### src/rtl/deserializer_if.sv
// rtl/deserializer_if.sv - beat-in / word-out handshake bundle for the deserializer
//
// Purpose : groups the upstream beat channel (_AM) and the downstream word
//           channel (_BM) of the deserializer into one interface.
// Signals : iValid_AM / oReady_AM / iData_AM   upstream beat handshake + data
//           oValid_BM / iReady_BM / oData_BM   downstream word handshake + data
// Modports: slave  - the deserializer side (consumes beats, produces words)
//           master - the environment side (produces beats, consumes words)
interface deserializer_if #(
  parameter int WIDTH = 4,
  parameter int COUNT = 4
);
  logic                   iValid_AM;
  logic                   oReady_AM;
  logic [WIDTH-1:0]       iData_AM;
  logic                   oValid_BM;
  logic                   iReady_BM;
  logic [WIDTH*COUNT-1:0] oData_BM;

  modport slave (
    input  iValid_AM,
    input  iData_AM,
    input  iReady_BM,
    output oReady_AM,
    output oValid_BM,
    output oData_BM
  );

  modport master (
    output iValid_AM,
    output iData_AM,
    output iReady_BM,
    input  oReady_AM,
    input  oValid_BM,
    input  oData_BM
  );
endinterface

### src/rtl/deserializer.sv
// rtl/deserializer.sv - packs COUNT beats of WIDTH bits into one output word
//
// Purpose : collects COUNT upstream beats (first beat lands in the least
//           significant slot) and presents them as one WIDTH*COUNT word.
//           With BURST="yes" a new beat can be taken in the same cycle the
//           held word is handed downstream, so back-to-back words flow at
//           full beat rate.
// Ports   : iCLK    clock, all state changes on the rising edge
//           iRST    asynchronous active-low reset
//           bus_io  deserializer_if.slave (beat in, word out)
module deserializer #(
  parameter int    WIDTH = 4,
  parameter int    COUNT = 4,
  parameter string BURST = "yes"
) (
  input  logic           iCLK,
  input  logic           iRST,
  deserializer_if.slave  bus_io
);

  localparam int             CW       = (COUNT > 1) ? $clog2(COUNT) : 1;
  localparam logic [CW-1:0]  LAST     = CW'(COUNT - 1);
  localparam bit             BURST_EN = (BURST == "yes");

  // FILL collects beats, HOLD presents a completed word.
  typedef enum logic {
    FILL = 1'b0,
    HOLD = 1'b1
  } state_e;

  state_e                 state_q, state_d;
  logic [CW-1:0]          cnt_q, cnt_d;
  logic [WIDTH*COUNT-1:0] data_q, data_d;

  logic ready_w;
  logic beat_xfer_w;
  logic word_xfer_w;

  // The only combinational input-to-output path is iReady_BM -> oReady_AM
  // in burst mode. Reset gates ready so nothing is accepted while held.
  always_comb begin
    ready_w = 1'b0;
    if (state_q == FILL) begin
      ready_w = 1'b1;
    end else if (BURST_EN) begin
      ready_w = bus_io.iReady_BM;
    end
    ready_w = ready_w & iRST;
  end

  assign beat_xfer_w = bus_io.iValid_AM & ready_w;
  assign word_xfer_w = (state_q == HOLD) & bus_io.iReady_BM;

  assign bus_io.oReady_AM = ready_w;
  assign bus_io.oValid_BM = (state_q == HOLD);
  assign bus_io.oData_BM  = data_q;

  always_ff @(posedge iCLK or negedge iRST) begin
    if (!iRST) begin
      state_q <= FILL;
      cnt_q   <= '0;
      data_q  <= '0;
    end else begin
      state_q <= state_d;
      cnt_q   <= cnt_d;
      data_q  <= data_d;
    end
  end

  always_comb begin
    state_d = state_q;
    cnt_d   = cnt_q;
    data_d  = data_q;

    case (state_q)
      FILL: begin
        if (beat_xfer_w) begin
          for (int k = 0; k < COUNT; k++) begin
            if (int'(cnt_q) == k) begin
              data_d[k*WIDTH +: WIDTH] = bus_io.iData_AM;
            end
          end
          if (cnt_q == LAST) begin
            cnt_d   = '0;
            state_d = HOLD;
          end else begin
            cnt_d = cnt_q + CW'(1);
          end
        end
      end

      HOLD: begin
        if (word_xfer_w) begin
          if (beat_xfer_w) begin
            // Handoff and new beat 0 in the same cycle: the beat starts the
            // next word. A single-beat word is complete at once, so stay in
            // HOLD and keep full throughput.
            data_d[WIDTH-1:0] = bus_io.iData_AM;
            if (COUNT == 1) begin
              cnt_d   = '0;
              state_d = HOLD;
            end else begin
              cnt_d   = CW'(1);
              state_d = FILL;
            end
          end else begin
            cnt_d   = '0;
            state_d = FILL;
          end
        end
      end

      default: begin
        state_d = FILL;
        cnt_d   = '0;
      end
    endcase
  end

endmodule

### src/flat_wrapper.sv
// flat-port wrapper written by rule: the top's interface ports become plain ports
module deserializer_flat 
#(
  parameter int    WIDTH = 4,
  parameter int    COUNT = 4,
  parameter string BURST = "   "
)
  (iCLK, iRST, bus_io_iValid_AM, bus_io_iData_AM, bus_io_iReady_BM, bus_io_oReady_AM, bus_io_oValid_BM, bus_io_oData_BM);
  deserializer_if #(.WIDTH(WIDTH), .COUNT(COUNT)) bus_io_i ();
  input  logic iCLK;
  input  logic iRST;
  input wire logic [$bits(bus_io_i.iValid_AM)-1:0] bus_io_iValid_AM;
  input wire logic [$bits(bus_io_i.iData_AM)-1:0] bus_io_iData_AM;
  input wire logic [$bits(bus_io_i.iReady_BM)-1:0] bus_io_iReady_BM;
  output wire logic [$bits(bus_io_i.oReady_AM)-1:0] bus_io_oReady_AM;
  output wire logic [$bits(bus_io_i.oValid_BM)-1:0] bus_io_oValid_BM;
  output wire logic [$bits(bus_io_i.oData_BM)-1:0] bus_io_oData_BM;
  assign bus_io_i.iValid_AM = bus_io_iValid_AM;
  assign bus_io_i.iData_AM = bus_io_iData_AM;
  assign bus_io_i.iReady_BM = bus_io_iReady_BM;
  assign bus_io_oReady_AM = bus_io_i.oReady_AM;
  assign bus_io_oValid_BM = bus_io_i.oValid_BM;
  assign bus_io_oData_BM = bus_io_i.oData_BM;
  deserializer #(.WIDTH(WIDTH), .COUNT(COUNT), .BURST(BURST)) u_core (.iCLK(iCLK), .iRST(iRST), .bus_io(bus_io_i));
endmodule
### config.mk
export PLATFORM = sky130hd
export DESIGN_NAME = deserializer_flat
export DESIGN_NICKNAME = d
export VERILOG_FILES = /design/src/rtl/deserializer_if.sv /design/src/rtl/deserializer.sv /design/src/flat_wrapper.sv
export SDC_FILE = /design/constraint.sdc
export NUM_CORES = 1
export LEC_CHECK = 0
export CAP_MARGIN = 20
export CORE_MARGIN = 3
export CORE_UTILIZATION = 44
export CTS_BUF_LIST = sky130_fd_sc_hd__clkbuf_16
export DETAILED_ROUTE_END_ITERATION = 8
export PLACE_DENSITY = 0.83
export SETUP_SLACK_MARGIN = 0.05
export SLEW_MARGIN = 20
export SYNTH_ARGS = -nofsm -noshare
export SYNTH_HDL_FRONTEND = slang
export SYNTH_SLANG_ARGS = --single-unit
### constraint.sdc
create_clock -name iCLK -period 1.4 [get_ports iCLK]
set_input_delay 0.42 -clock iCLK [delete_from_list [all_inputs] [get_ports iCLK]]
set_output_delay 0.42 -clock iCLK [all_outputs]
set_load 0.1 [all_outputs]
==> results.cfg <==
[status]
outcome = complete, but fails checks
violations = negative setup slack

[timing]
postLayoutSetupSlackWorst_ns = -0.115
rsz0062_at_grt = true
finClkSkew_ns = 0.00173
fin_crit_sh_pct = 108
fin_crit_ns = 1.51
fmax_ghz = 0.660
worst_slew_pin_slew_ns = 0.309
hold_viol_final = 0
setup_viol = 11
drv_slew = 0
maxSlewHeadroom_pct = 79.1

[synthesis]
synthesis.nets = 69
synth.avg_cell_area_sq_um = 14.7
synth_cells = 57
syn_area_sq_um = 837
yosys-top-cells-area = dfrtp_1, mux2_2, ha_1, nand4b_1, nor2b_1
yosys.area.top_type_share_pct = 56.8
ys_ff_latch = 19
yosysWarnings = 0
ys_seq_area_share_pct = 56.8
yosys.area.top_type = dfrtp_1
synthDistinctLibCells = 15

[clock_tree]
cts_buffers = 3
root_buffer = clkbuf_16
clk_pin_slew_ns = 0.05
postCtsHoldBufs = 0
h-tree-depth = 1
clk_latency_ns = 0.25
tritoncts = done
cts_sinks = 19
clockBufferDepth = 2

[drt]
drcViolationCount = 0
vias = 661
firstDrtPassIters = 4
via_per_inst = 5.25
routed_wl_microns = 2480
antenna_left = 0
drt_iter0_markers = 11
wl_per_cell_microns = 19.7

[finish]
nets = 114
utilization_pct = 87.5
drive_gt1_share_pct = 60.4
fillers = 78
layout-area-overhead-vs-synth_pct = 84.5
diodes = 0

[global_route]
grtUsageTotal_pct = 23.7
grt_max_degree = 17
grt_pass1_vias = 726
overflow = 0
antenna_found_initial = 0
grt_pass1_wl_microns = 4080

[floorplanning]
die_w_microns = 49.6
die_y_microns = 49.6
start_util_pct = 47.4
rows = 15
pin_count = 26
die_area_sq_um = 2460
fp.coreArea_sq_um = 1760

[setup_path]
critPathCaptureType = primary output
crit_type = reg2out
arrival_ns = 1.09
critPathRequiredTime_ns = 0.98
worst_setup_path_start_kind = register
critPathMaxFanout = 4

[placement]
port_buffers = 25
gp_congestion = 0.741
hpwl_microns = 1540

[run]
max_cap_viol_count = 0

[worst_hold_path]
hp-class = in2async
logic make-up after synthesis:
kind of cell | synth area share [%]
compound gates | 2.24
fa+ha+maj | 5.98
buf+inv | 1.49
flops | 56.8
mux | 21.5
simple gates | 12.0
per-stage QoR:
step                      cell area [sq um]  TNS [ns]  instances  hold slack (ns)  worst slack [ns]
final                                  1540    -0.592        126            0.240            -0.115
after global routing                   1540     -1.20        126            0.249            -0.130
after CTS                              1510    -0.355        124            0.223            -0.102
after detailed placement               1370     -7.59        115            0.564            -0.436
after global placement                 1370     -6.76        115            0.554            -0.384
after floorplan                         855     -1.10         57            0.124            -0.304
final cells by class:
type,count,area (sq um),share of cell area [%]
inverter,2,7.51,0.486
clock inverter,1,3.75,0.243
sequential,19,479,31.0
clock buffer,3,75.1,4.86
timing repair buffer,41,574,37.2
tap,25,31.3,2.03
multi-input combinational,35,373,24.1
synthesized netlist by cell type:
cell type  number
nand2_1         1
ha_1            4
and3b_1         1
buf_2           1
mux2_2         16
nor4bb_1        1
nor2b_1         3
dfrtp_1        19
and2b_1         1
nand2b_1        1
and4b_1         1
a211o_1         1
inv_1           2
nand4b_1        4
a221o_1         1
state kept, by name, indices dropped and copies added, names as in the netlist:
signal / flops
u_core.bus_io.oData_BM: 16
u_core.cnt_q: 2
u_core.bus_io.oValid_BM: 1
worst paths after layout:
check	slack, ns	endpoint	from	cells after the start
max	-0.11	bus_io_oReady_AM	u_core.bus_io.oValid_BM	2
min	0.24	u_core.bus_io.oValid_BM	iRST	2
max reg2reg	-0.07	u_core.bus_io.oData_BM[10]	u_core.bus_io.oValid_BM	4
min reg2reg	0.58	u_core.bus_io.oData_BM[4]	u_core.bus_io.oData_BM[4]	1
max in group asynchronous	0.91	u_core.bus_io.oData_BM[8]	iRST	2
min in group iCLK	0.58	u_core.bus_io.oData_BM[4]	u_core.bus_io.oData_BM[4]	1
repair_timing:
action	4_1_cts	5_1_grt
endpoints found under the setup margin	20	18
pin swaps	1	1
resized for setup	5	9
buffers inserted	5	2
metal layers:
| metal | track usage [%] | vias to the layer above | wire length (microns) |
|---|---|---|---|
| met5 | 0 | - | 0 |
| met3 | 4.53 | 7 | 73 |
| li1 | - | 296 | - |
| met4 | 16.1 | 0 | 96 |
| met1 | 28.2 | 340 | 1020 |
| met2 | 38.5 | 18 | 1290 |
worst max-delay path: stages, from the launching register on:
cell and delay [ns]:
dfrtp_4 0.52, nor2b_4 0.14, buf_12 0.18
placed cells by master, fill, tap and decap left out, types with 2 or more instances in the layout:
cell and n:
mux2_2 15, clkbuf_16 3, buf_4 12, nand4b_1 4, buf_12 19, dfrtp_1 18
clkdlybuf4s50_1 5, nor2b_4 2, buf_6 3, inv_2 2, ha_2 2, ha_1 2
Power is not shown: default switching activity piles up to over one toggle a cycle in this logic, so the estimate is an artifact.
